File: config.mk
export PLATFORM = sky130hd
export DESIGN_NAME = instr_fetch
export DESIGN_NICKNAME = d
export VERILOG_FILES = /design/src/rtl/instr_fetch.sv
export SDC_FILE = /design/constraint.sdc
export NUM_CORES = 1
export LEC_CHECK = 0
export BUFFER_PORTS_ARGS = -buffer_cell sky130_fd_sc_hd__buf_2
export CAP_MARGIN = 20
export CORE_MARGIN = 5
export CORE_UTILIZATION = 45
export DETAILED_ROUTE_END_ITERATION = 16
export GPL_ROUTABILITY_DRIVEN = 0
export PLACE_DENSITY = 0.75
export REMOVE_ABC_BUFFERS = 1
export SETUP_SLACK_MARGIN = 0.05
export SYNTH_ARGS = -nofsm -noshare
export SYNTH_HDL_FRONTEND = slang
export SYNTH_SLANG_ARGS = --single-unit
File: constraint.sdc
create_clock -name clk -period 4.4 [get_ports clk]
set_input_delay 0.88 -clock clk [delete_from_list [all_inputs] [get_ports clk]]
set_output_delay 0.88 -clock clk [all_outputs]
set_load 0.05 [all_outputs]
File: src/rtl/instr_fetch.sv
// Instruction fetch stage: a single-outstanding-read fetch FSM feeding a small FIFO toward decode.
// Optional stall counter on perfStall is enabled by defining FETCH_PERF_EN.
module instr_fetch #(
   parameter int IW    = 16,
   parameter int DEPTH = 2
) (
   input  logic          clk,
   input  logic          reset,
   input  logic [7:0]    pcAddress,
   input  logic          sigBranch,
   output logic          pcNext,
   output logic          memReq,
   output logic [7:0]    memAddr,
   input  logic          memAck,
   input  logic [IW-1:0] memData,
   output logic [IW-1:0] instr,
   output logic [7:0]    instrPc,
   output logic          instrValid,
   input  logic          instrReady,
   output logic [7:0]    perfStall
);
   // state | meaning
   // IDLE  | no read outstanding
   // REQ   | live read outstanding, response will be queued
   // FLUSH | read outstanding whose response is discarded after a branch
   typedef enum logic [1:0] {IDLE, REQ, FLUSH} state_t;

   localparam int PW = (DEPTH > 2) ? 2 : 1;
   localparam int CW = (DEPTH == 4) ? 3 : 2;

   state_t          state, state_nxt;
   logic [IW-1:0]   q_data [DEPTH];
   logic [7:0]      q_pc   [DEPTH];
   logic [PW-1:0]   rd_ptr, wr_ptr;
   logic [CW-1:0]   count, count_ap;
   logic            pop, push, issue;
   logic [IW-1:0]   last_instr;
   logic [7:0]      last_pc;

   function automatic logic [PW-1:0] ptr_inc(input logic [PW-1:0] p);
      return (p == PW'(DEPTH - 1)) ? '0 : p + PW'(1);
   endfunction

   assign instrValid = (count != '0);
   assign pop        = instrValid && instrReady;
   assign count_ap   = count - CW'(pop);
   assign memReq     = (state != IDLE);
   assign pcNext     = issue && !reset;
   assign instr      = instrValid ? q_data[rd_ptr] : last_instr;
   assign instrPc    = instrValid ? q_pc[rd_ptr]   : last_pc;

   always_ff @(posedge clk) begin
      if (reset) state <= IDLE;
      else       state <= state_nxt;
   end

   // Free-slot decisions use the occupancy after this cycle's pop.
   always_comb begin
      state_nxt = state;
      push      = 1'b0;
      issue     = 1'b0;
      case (state)
         IDLE: begin
            if (!sigBranch && (count_ap < CW'(DEPTH))) begin
               issue     = 1'b1;
               state_nxt = REQ;
            end
         end
         REQ: begin
            if (sigBranch) begin
               state_nxt = memAck ? IDLE : FLUSH;
            end else if (memAck) begin
               push = 1'b1;
               if ((count_ap + CW'(1)) < CW'(DEPTH)) issue = 1'b1;
               else                                   state_nxt = IDLE;
            end
         end
         FLUSH: begin
            if (memAck) state_nxt = IDLE;
         end
         default: state_nxt = IDLE;
      endcase
   end

   always_ff @(posedge clk) begin
      if (reset) begin
         memAddr    <= '0;
         rd_ptr     <= '0;
         wr_ptr     <= '0;
         count      <= '0;
         last_instr <= '0;
         last_pc    <= '0;
      end else begin
         if (issue) memAddr <= pcAddress;
         if (instrValid) begin
            last_instr <= q_data[rd_ptr];
            last_pc    <= q_pc[rd_ptr];
         end
         if (sigBranch) begin
            rd_ptr <= '0;
            wr_ptr <= '0;
            count  <= '0;
         end else begin
            if (push) wr_ptr <= ptr_inc(wr_ptr);
            if (pop)  rd_ptr <= ptr_inc(rd_ptr);
            count <= count + CW'(push) - CW'(pop);
         end
      end
   end

   always_ff @(posedge clk) begin
      if (push) begin
         q_data[wr_ptr] <= memData;
         q_pc[wr_ptr]   <= memAddr;
      end
   end

`ifdef FETCH_PERF_EN
   logic [7:0] stall_cnt;
   always_ff @(posedge clk) begin
      if (reset)
         stall_cnt <= '0;
      else if (instrReady && !instrValid && (stall_cnt != 8'hFF))
         stall_cnt <= stall_cnt + 8'd1;
   end
   assign perfStall = stall_cnt;
`else
   assign perfStall = '0;
`endif

endmodule

Word-level counts from Yosys, hierarchy flattened
Memories as Yosys holds them, arrays and structs flattened. A register that Yosys moved wholly into a read port is not among the register bits.
Cells that the tools add are included.
{ "word_totals": {"reg_bits": 38, "ram_bits": 48, "in_bits": 29, "output_inout_bits": 43, "elab_cells": 58, "n_memories": 2} }
{ "classes": {"add_sub_neg": 6, "magnitude_cmp": 2, "eq_ne": 6, "n_mux": 25, "reduce_logical": 10} }
{ "mem_list": {"columns": ["memory", "words", "width", "read_ports", "rd_clocked_by_memory_dff", "write_ports", "line", "text"], "rows": [
  ["q_data", 2, 16, 1, 1, 1, "32", "logic [IW-1:0] q_data [DEPTH];"],
  ["q_pc", 2, 8, 1, 1, 1, "33", "logic [7:0] q_pc [DEPTH];"]
]} }
{ "op_table": {"columns": ["op", "n"], "rows": [
  ["16-bit 2-to-1 mux", 1],
  ["1-bit 2-to-1 mux", 15],
  ["2-bit 2-to-1 mux", 6],
  ["8-bit 2-to-1 mux", 1],
  ["3-bit != test (second input constant)", 2],
  ["2-bit one-hot mux with 3 select lines", 1],
  ["2-bit less-than comparator (second input constant)", 2],
  ["2-bit != test (second input constant)", 2],
  ["4-bit AND reduction", 1],
  ["2-bit nonzero test", 2],
  ["2-bit by 1-bit subtractor with 2-bit output", 2],
  ["1-bit logical AND", 3],
  ["1-bit adder (second input constant)", 2],
  ["2-bit by 1-bit adder with 2-bit output", 1],
  ["2-bit by 1-bit adder with 2-bit output (second input constant)", 1],
  ["2-bit by 1-bit equality test with 1-bit output (second input constant)", 1],
  ["2-bit equality test (second input constant)", 1],
  ["1-bit logical NOT", 2],
  ["2-bit logical NOT", 1],
  ["1-bit one-hot mux with 2 select lines", 1],
  ["2-bit OR reduction", 1]
]} }

Depth between registers and ports, before layout
Gate-level depths: netlist of the first run.
{ "depth": {"depth_word": 10, "mapped_depth": 8, "mapped_depth_nobuf": 6} }

Least setup slack after synthesis of the first run
OpenSTA, ideal clock, no wires.
{ "synth_path": {"kind": "input to output", "startpoint": "in sigBranch", "endpoint": "out pcNext", "arrival_ns": 2.226, "t_required_ns": 3.520, "path_slack_ns": 1.294, "cell_stages": 6, "n_path_buf": 3, "path_cell_list": "buf_6 > and4bb_1 > buf_6 > a21oi_2 > buf_6 > nor2_1"} }
{ "synth_between": {"elab_chain_cells": 5, "elab_cells_between_ends": 6, "cone_classes": "mux (3); reduce/logical (3)"} }
{ "synth_lines": {"columns": ["element", "line", "text"], "rows": [
  ["from (decl)", "10", "input logic sigBranch,"],
  ["1-bit logical NOT", "64", "if (!sigBranch && (count_ap < CW'(DEPTH))) begin"],
  ["1-bit logical AND", "64", null],
  ["1-bit 2-to-1 mux", "64", null],
  ["1-bit one-hot mux with 2 select lines *", "62", "case (state)"],
  ["1-bit logical AND *", "48", "assign pcNext = issue && !reset;"],
  ["to (decl)", "11", "output logic pcNext,"]
]} }
Every way passes the cells marked *; elsewhere a longest branch is shown, timed or not.

Final worst setup path of the first run
{ "layout_path": {"startpoint": "reg count[1]", "endpoint": "out instr[0]"} }
{ "layout_between": {"elab_chain_cells": 2} }
{ "layout_lines": {"columns": ["element", "line", "text"], "rows": [
  ["from (decl)", "35", "logic [CW-1:0] count, count_ap;"],
  ["from (signal assigned)", "106", "count <= count + CW'(push) - CW'(pop);"],
  ["2-bit nonzero test", "44", "assign instrValid = (count != '0);"],
  ["16-bit 2-to-1 mux", null, null],
  ["to (decl)", "16", "output logic [IW-1:0] instr,"]
]} }
No other way between the ends.

==> summary.txt, run 1 <==
Route
  – Vias per cell: 4.57
  – Wire length per cell: 12.5 um
  – Remaining routing DRC violations: 0
  – First-pass detailed-route iteration total: 4
  – Routed WL: 5.37 mm
  – Violation count after the first detailed-routing iteration: 69
  – Count of vias placed by the detailed router: 1,955
  – Antenna Nets Post-Route: 0

Floorplan
  – Overall die height: 96.5 um
  – Cell Rows: 31
  – Horizontal die dimension: 96.5 um
  – Initial cell density of the core: 46.5%
  – Die Area: 0.00932 mm2
  – I/O pin total: 72
  – Area of the core: 0.00725 mm2

Critical path
  – Crit path arrival time: 2070 ps
  – Critical path cell sequence: nor2_4 > nand2_1 > o21ai_1 > buf_2
  – Startpoint-to-endpoint class of the critical path: reg -> out
  – Req. time, crit path: 3520 ps
  – Largest stage delay on the critical path: 760 ps
  – Setup crit end kind: output port
  – Worst Path Max Fanout: 49
  – Worst Setup Start Kind: flop
  – Flop-to-flop setup slack: 2350 ps
  – Highest-delay cell along the critical path: sky130_fd_sc_hd__nor2_4

STA
  – Setup violators final: 0
  – Max-slew headroom at the worst pin: 27.5%
  – RSZ-0062 raised after global routing: no
  – Final period utilization: 66.9%
  – Highest achievable clock rate: 339 MHz
  – Worst clock skew: 6.50 ps
  – Final Hold Violating Endpoints: 0
  – Shortest period the worst path allows: 2950 ps
  – Total Negative Setup Slacks: 0 ps
  – Total count of max-transition violations in the final report: 0
  – Worst Hold Margin: 486 ps
  – Least-Margin Pin Slew: 1090 ps

Logic synthesis
  – Synthesized area divided by synthesized cell count: 12.7 um2
  – Warning count from the yosys run: 0
  – Sequential cell area fraction in the yosys report: 65.9%
  – Portion of synthesized cell area occupied by the leading cell type: 42.8%
  – Biggest area consumer among synthesized cells: sky130_fd_sc_hd__edfxtp_1
  – Synthesized area: 0.00337 mm2
  – Number of different library cells in the post-synthesis netlist: 32
  – Number of cells produced by synthesis: 265
  – Cell types with the largest area share after synthesis: sky130_fd_sc_hd__edfxtp_1 43%, sky130_fd_sc_hd__dfxtp_1 23%, sky130_fd_sc_hd__mux2i_1 9.5%, sky130_fd_sc_hd__and2_1 4.6%, sky130_fd_sc_hd__nand2_1 4.5%
  – Seq cells post-synth: 87

Global route
  – First-pass GRT wire length: 8.55 mm
  – Maximum number of pins on one net before global-route repair: 50
  – Initial antenna violation count: 0
  – Vias in the first global route: 1,925
  – Total global routing overflow: 0
  – Global routing usage summed across all routing layers: 12.4%

Hold path
  – Kind of path behind the tightest hold check: reg -> reg

Final layout
  – Fraction of layout cells with a size suffix above 1: 25.8%
  – Antenna diode instance count: 0
  – Synth-to-layout area growth: 14.6%
  – Number of nets in the final layout: 354

Clock tree
  – Sink count of the clock tree: 87
  – Htree depth: 3
  – Total of cells resized after clock tree synthesis: 0
  – Clock buffers created by TritonCTS: 9
  – Hold Buf Count CTS: 0
  – Bufs on Longest Clock Path: 2
  – Post-CTS setup buffers: 0
  – CTS clock-pin slew for the worst setup and hold paths: 70 ps
  – Clock root buffer: sky130_fd_sc_hd__clkbuf_8
  – TritonCTS clock tree: yes
  – Insertion delay of the later-clocked pin in the worst-skew pair: 340 ps

Job
  – Count of max-cap constraint violations: 0

Place
  – Number of buffers inserted by port buffering: 63
  – DPL Wire Length: 3.75 mm

Run status
  – Outcome: finished clean

Pwr
  – IR Drop Worst-Case VDD: 0.153 mV
  – Static Leak: 1.51 nW
  – Power Dens Cells: 385 mW/mm2
==> sequential cells by signal (all words and copies together), names as in the netlist, named ones only <==
signal	count
count	2
last_instr	16
last_pc	8
memAddr	8
q_data	32
q_pc	16
rd_ptr	1
state	2
wr_ptr	1
==> kinds of logic (layout without fill, tap and decap cells) <==
family,after synthesis,after routing,share of synthesized area [%]
mux,32,32,9.51
fa+ha+maj,1,1,0.371
xor+xnor,6,6,1.56
flops,87,87,65.9
buf+inv,27,84,5.09
simple gates,81,81,12.3
other cells,1,8,0.111
compound gates,30,30,5.12
==> cells in the mapped netlist (all sizes together) <==
master and instances:
a211oi 2, a21oi 1, and2 25, and4bb 1, buf 19, clkbuf 5, conb 1, dfxtp 39
edfxtp 48, ha 1, inv 3, mux2i 32, nand2 40, nand2b 2, nand3b 1, nor2 3
nor2b 2, nor3 4, nor3b 2, o21a 1, o21ai 25, o221a 1, or2 1, xnor2 4
xor2 2
==> stage by stage <==
step | util (%) | cells | total power [W] | worst slack [ps] | area (um2)
5_1_grt | 53.2 | 428 | 0.00156 | 1200 | 3860
4_1_cts | 53.2 | 428 | 0.00151 | 1380 | 3860
2_1_floorplan | - | 248 | 0.00100 | 1400 | 3240
3_5_place_dp | 51.0 | 412 | 0.00105 | 1580 | 3700
3_3_place_gp | 51.0 | 412 | 0.00105 | 1620 | 3700
6_report | 53.2 | 428 | 0.00149 | 1450 | 3860
==> power breakdown <==
group	switching (W)	leakage, nW	total (W)	internal, W
clock network	0.000241	0.0821	0.000460	0.000219
registers	0.00000984	0.748	0.000884	0.000874
logic	0.000106	0.680	0.000144	0.0000383
total	0.000357	1.51	0.00149	0.00113
==> worst max-delay path, delay by kind of cell (launching register included) <==
kind	cells	cell delay, ps
AO/OA/AOI/OAI	1	140
buffers and inverters	1	290
flip-flops	1	390
AND/OR/NAND/NOR	2	890
==> layout make-up <==
cell class              count  area (um2)
inverters                   3        11.3
well taps                  99         124
clock buffers              14         153
repair buffers             65         330
flip-flops and latches     87        2220
fillers                   659        3390
clock inverters             2        8.76
multi-input cells         158        1010
==> routing by layer <==
metal | global-route usage, % | vias to the layer above | part of all wire (%)
met1 | 14.6 | 875 | 45
met5 | 0 | - | 0
li1 | - | 1015 | -
met2 | 20.3 | 58 | 48
met4 | 5.61 | 0 | 1.3
met3 | 4.42 | 7 | 6.1
==> worst paths after layout <==
kind / endpoint / cells after the start / from
max: instr[0] / 4 / count[1]
min: q_pc[0][4] / 0 / memAddr[4]
max reg2reg: q_data[1][1] / 2 / state[1]
min reg2reg: q_pc[0][4] / 0 / memAddr[4]
==> cell usage in the layout, fill, tap and decap left out, types with 3 or more instances in the layout <==
master / count
sky130_fd_sc_hd__edfxtp_1: 48
sky130_fd_sc_hd__clkbuf_1: 4
sky130_fd_sc_hd__o21ai_1: 25
sky130_fd_sc_hd__nor3_1: 3
sky130_fd_sc_hd__conb_1: 8
sky130_fd_sc_hd__and2_1: 25
sky130_fd_sc_hd__mux2i_1: 32
sky130_fd_sc_hd__buf_2: 63
sky130_fd_sc_hd__nand2_1: 40
sky130_fd_sc_hd__xnor2_1: 4
sky130_fd_sc_hd__dfxtp_1: 38
sky130_fd_sc_hd__clkbuf_8: 10
Power figures use the tool's default switching activity.
==> run 2: changes to the inputs <==
Clock period 4.4 ns to 2.8 ns, I/O delays scaled along.
==> run 2 against run 1 <==
Effect of this change:
- combinational power rose by 59%
- core utilization up 0.93 points
- clock skew grew 2.7 ps
- critical path depth unchanged
- wire length up 6.7%
- global-route usage increased by 1.1 points
- design area rose by 1.8%
- critical path type unchanged
- critical endpoint is now instr[4]
- largest power group unchanged
==> summary.txt, run 2 (synthesis gave the netlist of run 1 again) <==
Final layout
  – Layout filler cell count: 637
  – Antenna diode instance count: 0
  – Fraction of layout cells with a size suffix above 1: 27.9%
  – Leading cell type in the layout, fill and taps excluded: sky130_fd_sc_hd__buf_2
  – Max FFs per register: 32
  – Register bank with the most flops: q_data
  – Leading registers by flop count: q_data: 32 flops, last_instr: 16 flops, q_pc: 16 flops
  – Number of nets in the final layout: 358
  – Most frequent cells in the layout: 63 x sky130_fd_sc_hd__buf_2, 48 x sky130_fd_sc_hd__edfxtp_1, 40 x sky130_fd_sc_hd__nand2_1
  – Synth-to-layout area growth: 16.6%
  – Non-filler cells, final: 432

Critical path
  – Worst Path Max Fanout: 17
  – Req. time, crit path: 2240 ps
  – Flop-to-flop setup slack: 1190 ps
  – Worst Setup Start Kind: flop
  – Startpoint-to-endpoint class of the critical path: reg -> out
  – Crit path arrival time: 1860 ps
  – Setup crit end kind: output port

Run status
  – Outcome: finished clean

Floorplan
  – Overall die height: 96.5 um
  – Cell Rows: 31
  – Area of the core: 0.00725 mm2
  – I/O pin total: 72
  – Initial cell density of the core: 46.5%
  – Horizontal die dimension: 96.5 um
  – Die Area: 0.00932 mm2

Clock tree
  – TritonCTS clock tree: yes
  – Clock buffers created by TritonCTS: 9
  – Htree depth: 3
  – CTS clock-pin slew for the worst setup and hold paths: 80 ps
  – Hold Buf Count CTS: 0
  – Clock root buffer: sky130_fd_sc_hd__clkbuf_8
  – Insertion delay of the later-clocked pin in the worst-skew pair: 340 ps
  – Total of cells resized after clock tree synthesis: 0
  – Post-CTS setup buffers: 0
  – Sink count of the clock tree: 87
  – Bufs on Longest Clock Path: 2

STA
  – Shortest period the worst path allows: 2420 ps
  – Highest achievable clock rate: 414 MHz
  – RSZ-0062 raised after global routing: no
  – Total Negative Setup Slacks: 0 ps
  – Max-slew headroom at the worst pin: 59.0%
  – Final period utilization: 86.3%
  – Worst clock skew: 9.23 ps
  – Least-Margin Pin Slew: 614 ps
  – Setup violators final: 0
  – Worst setup margin: 384 ps
  – Final Hold Violating Endpoints: 0
  – Total count of max-transition violations in the final report: 0

Global route
  – Global routing usage summed across all routing layers: 13.5%
  – Vias in the first global route: 1,972
  – Total global routing overflow: 0
  – Initial antenna violation count: 0
  – First-pass GRT wire length: 9.26 mm
  – Maximum number of pins on one net before global-route repair: 50

Route
  – Vias per cell: 4.59
  – Remaining routing DRC violations: 0
  – Antenna Nets Post-Route: 0
  – Routed WL: 5.73 mm
  – Wire length per cell: 13.3 um
  – First-pass detailed-route iteration total: 4
  – Violation count after the first detailed-routing iteration: 56
  – Count of vias placed by the detailed router: 1,985

Place
  – Post-Place Cells: 416
  – Placement Setup Slack: 658 ps
  – DPL Wire Length: 3.78 mm
  – Number of buffers inserted by port buffering: 63

Pwr
  – IR Drop Worst-Case VDD: 0.301 mV
  – Power Dens Cells: 630 mW/mm2
  – Static Leak: 1.54 nW

Hold path
  – Kind of path behind the tightest hold check: in -> reg

Job
  – Count of max-cap constraint violations: 0
run 2: critical path: stages (launching register included):
cell and delay, ps:
sky130_fd_sc_hd__dfxtp_2 680, sky130_fd_sc_hd__buf_4 280, sky130_fd_sc_hd__mux2i_1 230, sky130_fd_sc_hd__o21ai_1 90
sky130_fd_sc_hd__buf_2 230
run 2: area by class of cell:
cell class | count | area, um2 | area share (%)
Sequential cell | 87 | 2220 | 56.6
Multi-Input combinational cell | 158 | 1010 | 25.7
Timing Repair Buffer | 69 | 360 | 9.17
Clock buffer | 11 | 141 | 3.60
Tap cell | 99 | 124 | 3.15
Clock inverter | 5 | 57.6 | 1.47
Inverter | 3 | 11.3 | 0.287
run 2: layer usage:
metal,vias up,global-route usage (%),routed length (um)
met5,-,0,0
met4,0,6.66,136
met3,13,4.11,374
met2,50,22.0,2770
met1,903,16.3,2450
li1,1019,-,-
run 2: worst paths after layout:
kind	from	end	cells after the start
worst max-delay path	flop	instr[4]	4
worst min-delay path	memData[10]	q_data[0][10]	1
worst max register to register	state[1]	q_data[0][11]	3
worst min register to register	memAddr[2]	q_pc[0][2]	0
run 2: per-stage QoR:
stage | util (%) | instance area, um2 | power (W) | hold WS, ps
4_1_cts | 54.1 | 3930 | 0.00251 | 384
5_1_grt | 54.1 | 3930 | 0.00258 | 381
6_report | 54.1 | 3930 | 0.00248 | 406
3_3_place_gp | 51.4 | 3730 | 0.00164 | 460
2_1_floorplan | - | 3240 | 0.00158 | 488
3_5_place_dp | 51.4 | 3730 | 0.00165 | 476
run 2: power breakdown:
group	leakage, nW	internal (W)	total (W)	switching [W]
registers	0.748	0.00137	0.00139	0.0000151
clock network	0.0916	0.000435	0.000859	0.000424
logic	0.701	0.0000609	0.000229	0.000168
total	1.54	0.00187	0.00248	0.000606
